## src/rtl/muldiv_unit.sv

```systemverilog
// Iterative RISC-V M-extension multiply/divide unit: shift-add multiply and restoring
// divide on operand magnitudes, one bit per cycle, with the sign applied in a final cycle.
module muldiv_unit #(
  parameter int XLEN = 32
) (
  input  logic            clk,
  input  logic            reset,
  input  logic            flush,
  input  logic            in_valid,
  output logic            in_ready,
  input  logic [2:0]      funct3,
  input  logic [XLEN-1:0] src_a,
  input  logic [XLEN-1:0] src_b,
  output logic            out_valid,
  input  logic            out_ready,
  output logic [XLEN-1:0] result,
  output logic            busy
);
  localparam int CW = $clog2(XLEN) + 1;

  // Handshake: an op transfers on an edge with in_valid & in_ready (IDLE only, no flush);
  // a result transfers on an edge with out_valid & out_ready (DONE only).
  typedef enum logic [1:0] {IDLE, CALC, FIX, DONE} state_t;

  state_t            state, state_next;
  logic [2:0]        op;
  logic              sign_a, sign_b;
  logic              forced;
  logic [XLEN-1:0]   opnd;
  logic [2*XLEN-1:0] acc;
  logic [CW-1:0]     cnt;
  logic [XLEN-1:0]   result_q;

  // Accept-time decode
  logic              is_div_in, a_signed_in, b_signed_in, sa_in, sb_in;
  logic              div_zero, div_ovf, accept;
  logic [XLEN-1:0]   mag_a_in, mag_b_in, forced_val;

  always_comb begin
    is_div_in   = funct3[2];
    a_signed_in = (funct3 == 3'b001) || (funct3 == 3'b010) ||
                  (funct3 == 3'b100) || (funct3 == 3'b110);
    b_signed_in = (funct3 == 3'b001) || (funct3 == 3'b100) || (funct3 == 3'b110);
    sa_in       = a_signed_in & src_a[XLEN-1];
    sb_in       = b_signed_in & src_b[XLEN-1];
    mag_a_in    = sa_in ? -src_a : src_a;
    mag_b_in    = sb_in ? -src_b : src_b;
    div_zero    = is_div_in && (src_b == '0);
    div_ovf     = ((funct3 == 3'b100) || (funct3 == 3'b110)) &&
                  (src_a == {1'b1, {(XLEN-1){1'b0}}}) && (src_b == '1);
    forced_val  = '0;
    if (div_zero)     forced_val = funct3[1] ? src_a : '1;
    else if (div_ovf) forced_val = funct3[1] ? '0 : src_a;
    accept      = in_valid && (state == IDLE) && !flush;
  end

  // One iteration step for each datapath; acc is {high, low} for both.
  logic [XLEN:0]     mul_sum, div_trial;
  logic [2*XLEN-1:0] mul_next, div_next;

  always_comb begin
    mul_sum   = {1'b0, acc[2*XLEN-1:XLEN]} + (acc[0] ? {1'b0, opnd} : '0);
    mul_next  = {mul_sum, acc[XLEN-1:1]};
    div_trial = {acc[2*XLEN-1:XLEN], acc[XLEN-1]} - {1'b0, opnd};
    div_next  = div_trial[XLEN] ? {acc[2*XLEN-2:0], 1'b0}
                                : {div_trial[XLEN-1:0], acc[XLEN-2:0], 1'b1};
  end

  // Sign fix-up and field selection
  logic [2*XLEN-1:0] prod_fix;
  logic [XLEN-1:0]   quo, rem, fix_val;

  always_comb begin
    prod_fix = (sign_a ^ sign_b) ? -acc : acc;
    quo      = acc[XLEN-1:0];
    rem      = acc[2*XLEN-1:XLEN];
    fix_val  = acc[XLEN-1:0];
    if (!forced) begin
      case (op)
        3'b000:                 fix_val = prod_fix[XLEN-1:0];
        3'b001, 3'b010, 3'b011: fix_val = prod_fix[2*XLEN-1:XLEN];
        3'b100, 3'b101:         fix_val = (sign_a ^ sign_b) ? -quo : quo;
        default:                fix_val = sign_a ? -rem : rem;
      endcase
    end
  end

  always_comb begin
    state_next = state;
    case (state)
      IDLE: if (in_valid) state_next = (div_zero || div_ovf) ? FIX : CALC;
      CALC: if (cnt == CW'(XLEN-1)) state_next = FIX;
      FIX:  state_next = DONE;
      DONE: if (out_ready) state_next = IDLE;
      default: state_next = IDLE;
    endcase
    if (flush) state_next = IDLE;
  end

  always_ff @(posedge clk) begin
    if (reset) begin
      state    <= IDLE;
      op       <= '0;
      sign_a   <= 1'b0;
      sign_b   <= 1'b0;
      forced   <= 1'b0;
      opnd     <= '0;
      acc      <= '0;
      cnt      <= '0;
      result_q <= '0;
    end else begin
      state <= state_next;
      if (accept) begin
        op     <= funct3;
        sign_a <= sa_in;
        sign_b <= sb_in;
        cnt    <= '0;
        forced <= div_zero | div_ovf;
        opnd   <= is_div_in ? mag_b_in : mag_a_in;
        // Forced results ride through acc so FIX has a single source for result
        if (div_zero || div_ovf) acc <= {{XLEN{1'b0}}, forced_val};
        else                     acc <= {{XLEN{1'b0}}, is_div_in ? mag_a_in : mag_b_in};
      end else if (state == CALC && !flush) begin
        acc <= op[2] ? div_next : mul_next;
        cnt <= cnt + 1'b1;
      end else if (state == FIX && !flush) begin
        result_q <= fix_val;
      end
    end
  end

  assign in_ready  = (state == IDLE);
  assign out_valid = (state == DONE);
  assign busy      = (state != IDLE);
  assign result    = result_q;

endmodule
```

## config.mk

```make
export PLATFORM = sky130hd
export DESIGN_NAME = muldiv_unit
export DESIGN_NICKNAME = d
export VERILOG_FILES = /design/src/rtl/muldiv_unit.sv
export SDC_FILE = /design/constraint.sdc
export NUM_CORES = 1
export LEC_CHECK = 0
export BUFFER_PORTS_ARGS = -buffer_cell sky130_fd_sc_hd__buf_2
export CAP_MARGIN = 25
export CELL_PAD_IN_SITES_DETAIL_PLACEMENT = 1
export CELL_PAD_IN_SITES_GLOBAL_PLACEMENT = 1
export CORE_MARGIN = 5
export CORE_UTILIZATION = 49
export DETAILED_ROUTE_END_ITERATION = 10
export PLACE_DENSITY_LB_ADDON = 0.1
export REMOVE_ABC_BUFFERS = 1
export SETUP_SLACK_MARGIN = 0.3
export SYNTH_ARGS = -nofsm -noshare
export SYNTH_HDL_FRONTEND = slang
export SYNTH_SLANG_ARGS = --single-unit
```

## constraint.sdc

```tcl
create_clock -name clk -period 9.3 [get_ports clk]
set_clock_uncertainty 0.1 [all_clocks]
set_input_delay 2.325 -clock clk [delete_from_list [all_inputs] [get_ports clk]]
set_output_delay 2.325 -clock clk [all_outputs]
set_load 0.005 [all_outputs]
```

## Yosys cells after proc, flatten, opt, wreduce, memory -nomap -nowiden

Cells that the tools add are included.

| cells by class | value |
|---|---|
| add/subtract/negate cells | 8 |
| $mul | 0 |
| div/mod/pow operators | 0 |
| order comparisons | 0 |
| eq/ne operators | 18 |
| shift-type cells | 0 |
| multiplexer cells | 24 |
| bitwise logic cells | 6 |
| reduce and logical (&&, ||, !) cells | 26 |

Operators with widths:

| cell | number |
|---|---|
| $mux W32 | 13 |
| $mux W64 | 5 |
| $neg A32 Y32 | 4 |
| $pmux W32 S3 | 1 |
| $eq A32 B32 Y1 const B | 2 |
| $neg A64 Y64 | 1 |
| $add A32 B32 Y33 | 1 |
| $sub A33 B32 Y33 | 1 |
| $logic_not A32 Y1 | 1 |
| $eq A3 B3 Y1 const B | 4 |
| $eq A3 B2 Y1 const B | 3 |
| $mux W2 | 4 |
| $pmux W2 S4 | 1 |
| $logic_and A1 B1 Y1 | 7 |
| $logic_or A1 B1 Y1 | 7 |
| $add A6 B1 Y6 const B | 1 |
| $eq A3 B1 Y1 const B | 2 |
| $eq A6 B5 Y1 const B | 1 |
| $reduce_and A3 Y1 | 2 |
| $reduce_or A2 Y1 | 3 |
| $eq A2 B2 Y1 const B | 2 |
| $ne A2 B2 Y1 const B | 2 |
| $reduce_bool A2 Y1 | 2 |
| $logic_not A3 Y1 | 1 |
| other kinds (9) | 11 |

| storage, ports and cells | value |
|---|---|
| register bits after elaboration | 142 |
| bits in latches | 0 |
| RAM bits | 0 |
| memory bits (read-only) | 0 |
| bits of input ports | 72 |
| output and inout bits | 35 |
| word-level logic and storage cells | 91 |
| memories kept | 0 |

## Logic depth before layout (Yosys ltp)

| logic depth | value |
|---|---|
| depth in word-level cells | 9 |
| gate-level depth with buffers | 15 |

## Worst setup path after synthesis

Ideal clock, no wire load.

| timing | value |
|---|---|
| path kind | in2reg |
| start | input src_b[1] |
| end | register acc[24] |
| library setup time | 0.065 ns |
| data arrival time | 4.795 ns |
| data required time | 9.135 ns |
| setup slack | 4.340 ns |
| stages | 12 |
| path through | inv_1 ha_1 or3b_2 nor4_2 nand3_1 or2_2 nor2_4 buf_2 nor2_1 o22ai_1 o21ai_0 nor2_1 |

| between the ends | value |
|---|---|
| longest elaborated chain between the ends | 6 |
| elaborated cells on any way between the ends | 12 |

RTL lines:

| what | RTL line | RTL |
|---|---|---|
| start, declared | 13 | `input logic [XLEN-1:0] src_b,` |
| branches (longest 4 deep; another with $neg A32 Y32) | n/a |  |
| $mux W32 (*) | 121 | `if (div_zero \|\| div_ovf) acc <= {{XLEN{1'b0}}, forced_val};` |
| $mux W64 (*) | 113 | `if (accept) begin` |
| end signal, assigned | 121 |  |
| end signal, assigned | 122 | `else acc <= {{XLEN{1'b0}}, is_div_in ? mag_a_in : mag_b_in};` |
| end signal, assigned | 124 | `acc <= op[2] ? div_next : mul_next;` |
| end, declared | 30 | `logic [2*XLEN-1:0] acc;` |

Mark *: on every way between the ends.
A chain may end at the register's enable or synchronous reset.

## Worst setup path after layout

| timing | value |
|---|---|
| start | input src_b[0] |
| end | register acc[8] |

Same word-level chain as after synthesis.

==> impl_metrics.json <==
{
  "die_x_um": 185.6,
  "ctsHtreeMaxLevel": 4,
  "yosysWarnings": 0,
  "num_rows": 64,
  "finalSetupViolations": 0,
  "critPathLaunch": "src_b[0]",
  "syn_inst": 2167,
  "grt_pass1_vias": 16880,
  "viasPerCell": 6.517,
  "cts_resized": 0,
  "drc": 0,
  "drive_gt1_share_pct": 10.34,
  "finalCriticalPeriod_ns": 5.651,
  "io_pins": 107,
  "rsz0062_at_grt": "false",
  "cts_made_buffers": 17,
  "start_util_pct": 49.54,
  "routedWlPerCell_um": 23.11,
  "fin_ws_ns": 3.649,
  "place_area_um2": 15810,
  "synth_top_area_share_pct": 18.81,
  "synth_top_flop_cell": "dfxtp_1",
  "port_buffers": 106,
  "clock_sinks": 142,
  "achievable-frequency_ghz": 0.1770,
  "drt-pass1-iter-count": 6,
  "vdd_ir_drop_max_uv": 121.2,
  "finalCritPeriodShare_pct": 60.76,
  "synth_top_area_cell": "dfxtp_1",
  "p_clk_share_pct": 37.7,
  "post-dp-hpwl_mm": 44.70,
  "cp-end-kind": "flip-flop",
  "synth_edf_count": 0,
  "cts-root-buf": "clkbuf_16",
  "tightest_slew_ns": 1.064,
  "drt_iter0_drc": 1280,
  "grt_pass1_wl_mm": 93.65,
  "reg2reg_from": "acc[31]",
  "grt_use_total_pct": 34.05,
  "clock_latency_ns": 0.46,
  "utilization_pct": 53.84,
  "leakage_nw": 6.314,
  "worstSetupStartpointType": "primary input",
  "grt_max_degree": 81,
  "drtAntennaViolNets": 0,
  "diodes": 0,
  "maxSlewViolCount": 0,
  "fin_setup_tns_ns": 0,
  "cts_buffer_depth": 2,
  "synth_area_per_cell_um2": 6.975,
  "hold_viol": 0,
  "pwr-share-comb_pct": 28.8,
  "async_reset_ff_share_pct": 0,
  "crit_type": "primary input to flip-flop",
  "gp_congestion": 0.9295,
  "clk_pin_slew_ns": 0.07,
  "postCtsSetupRepairBufs": 0,
  "swShare_pct": 36.22,
  "p_per_area_nw_per_um2": 122.0,
  "wirelength_mm": 59.47,
  "fillers": 4030,
  "syn_to_final_growth_pct": 8.676,
  "seq_power_share_pct": 33.5,
  "nets": 2312,
  "hold_path_class": "flip-flop to flip-flop",
  "cap_violations": 0,
  "synth_seq_cells": 142,
  "power.internal_mw": 1.278,
  "die_h_um": 185.6,
  "min_from": "result[7]",
  "core_um2": 30510,
  "outcome": "finished, final reports clean",
  "grt_overflow": 0,
  "num_vias": 16770,
  "cts_tree": "done",
  "cts_hold_buf": 0,
  "yosysUniqueCellTypes": 81,
  "final_area_um2": 16430,
  "cp.arrival_ns": 5.87,
  "maxSlewHeadroom_pct": 28.82,
  "yosysSeqAreaShare_pct": 18.81,
  "fp.dieArea_um2": 34460,
  "p_sw_uw": 726.2,
  "synth.area.top_cells": "dfxtp_1 19%, a21oi_1 7.2%, xnor2_1 6.1%, ha_1 6.1%, o21ai_0 5.8%",
  "crit_required_ns": 9.52,
  "netlist_area_um2": 15110,
  "post-place-ws_ns": 3.247,
  "grt_antenna_before_repair": 0,
  "path_max_fanout": 21
}
==> cells in the mapped netlist (19+ instances only) <==
cell,number
a211oi_1,24
nand3_1,34
or3_1,21
mux2i_1,61
a21o_1,25
nor3_1,56
nand4_1,22
a21oi_1,216
inv_1,87
nand2b_1,27
a31oi_1,25
a22oi_1,20
clkbuf_1,124
o211ai_1,50
nand2_1,211
xnor2_1,106
nor2_1,234
xor2_1,75
ha_1,74
o21ai_0,176
dfxtp_1,142
buf_2,19
==> registers in the layout (all words and copies together), names as in the netlist <==
| signal | cells |
|---|---|
| cnt | 6 |
| state | 2 |
| forced | 1 |
| sign_a | 1 |
| acc | 64 |
| op | 3 |
| result | 32 |
| sign_b | 1 |
| opnd | 32 |
==> power groups by stage <==
stage / Combinational, mW / Sequential (mW) / Clock [mW]
finish: 0.578 / 0.671 / 0.755
detailed placement: 0.561 / 0.682 / 0
global route: 0.627 / 0.673 / 0.785
global placement: 0.542 / 0.681 / 0
CTS: 0.568 / 0.669 / 0.755
floorplan: 0.370 / 0.671 / 0
==> cell type report <==
type | instances | area, um^2 | share of cell area [%]
flip-flops and latches | 142 | 2845 | 17.32
repair buffers | 137 | 788.3 | 4.799
clock inverters | 13 | 177.7 | 1.082
clock buffers | 19 | 442.9 | 2.697
inverters | 89 | 334.1 | 2.034
multi-input cells | 1777 | 11340 | 69.05
well taps | 396 | 495.5 | 3.016
==> per-layer routing <==
metal,wire length (um),track usage (%),vias up
met5,0,0,-
met4,1755,11.34,0
met3,2848,4.338,118
met2,27940,57.11,505
met1,26920,45.42,8320
li1,-,-,7825
==> layout by cell type (no fill, tap or decap), types with 14 or more instances in the layout <==
cell type | Yosys | final
nor2_1 | 234 | 233
a21oi_1 | 216 | 216
nand2_1 | 211 | 211
o21ai_0 | 176 | 174
dfxtp_1 | 142 | 140
xnor2_1 | 106 | 105
buf_2 | 19 | 104
inv_1 | 87 | 87
xor2_1 | 75 | 74
ha_1 | 74 | 74
mux2i_1 | 61 | 61
nor3_1 | 56 | 54
o211ai_1 | 50 | 50
nand3_1 | 34 | 33
buf_4 | 1 | 32
nand2b_1 | 27 | 27
a21o_1 | 25 | 25
a31oi_1 | 25 | 25
a211oi_1 | 24 | 24
nand4_1 | 22 | 22
or3_1 | 21 | 20
a22oi_1 | 20 | 20
o22ai_1 | 18 | 18
nor4_1 | 17 | 17
or4_1 | 17 | 17
clkbuf_16 | 0 | 17
o21a_1 | 16 | 16
o31ai_1 | 16 | 16
nor2b_1 | 16 | 16
nand3b_1 | 14 | 14
o221ai_1 | 14 | 14
==> worst max-delay path, stage by stage <==
cell	delay (ns)
buf_2	0.15
inv_1	0.07
ha_1	0.16
or3b_2	0.50
nor4_2	0.76
nand3_1	0.34
nor2_2	0.42
or2_2	0.50
o21ai_0	0.24
a222oi_1	0.31
nor2_1	0.08
==> cells by family (layout without fill, tap and decap cells) <==
group | count (synthesis) | count (layout) | synth area share [%]
XOR/XNOR | 181 | 181 | 10.49
multiplexers | 71 | 71 | 4.785
flip-flops | 142 | 142 | 18.81
AO/OA/AOI/OAI | 709 | 709 | 29.47
buffers and inverters | 248 | 258 | 6.407
adder cells (fa/ha/maj) | 76 | 76 | 6.391
AND/OR/NAND/NOR | 740 | 740 | 23.65
==> stage by stage <==
| step | hold WS, ns | cells | total power, mW |
|---|---|---|---|
| floorplan | 0.3258 | 2008 | 1.040 |
| global placement | 0.3362 | 2538 | 1.223 |
| detailed placement | 0.3419 | 2541 | 1.244 |
| CTS | 0.3505 | 2573 | 1.992 |
| global route | 0.3640 | 2573 | 2.085 |
| finish | 0.3477 | 2573 | 2.005 |
==> final timing paths <==
| check | endpoint | slack, ns | cells past startpoint |
|---|---|---|---|
| max reg2reg | acc[45] | 4.71 | 14 |
| min reg2reg | result[7] | 0.35 | 2 |
| min | result[7] | 0.35 | 2 |
| max | acc[8] | 3.65 | 11 |
Note: power is estimated with default switching activity, not from simulation.
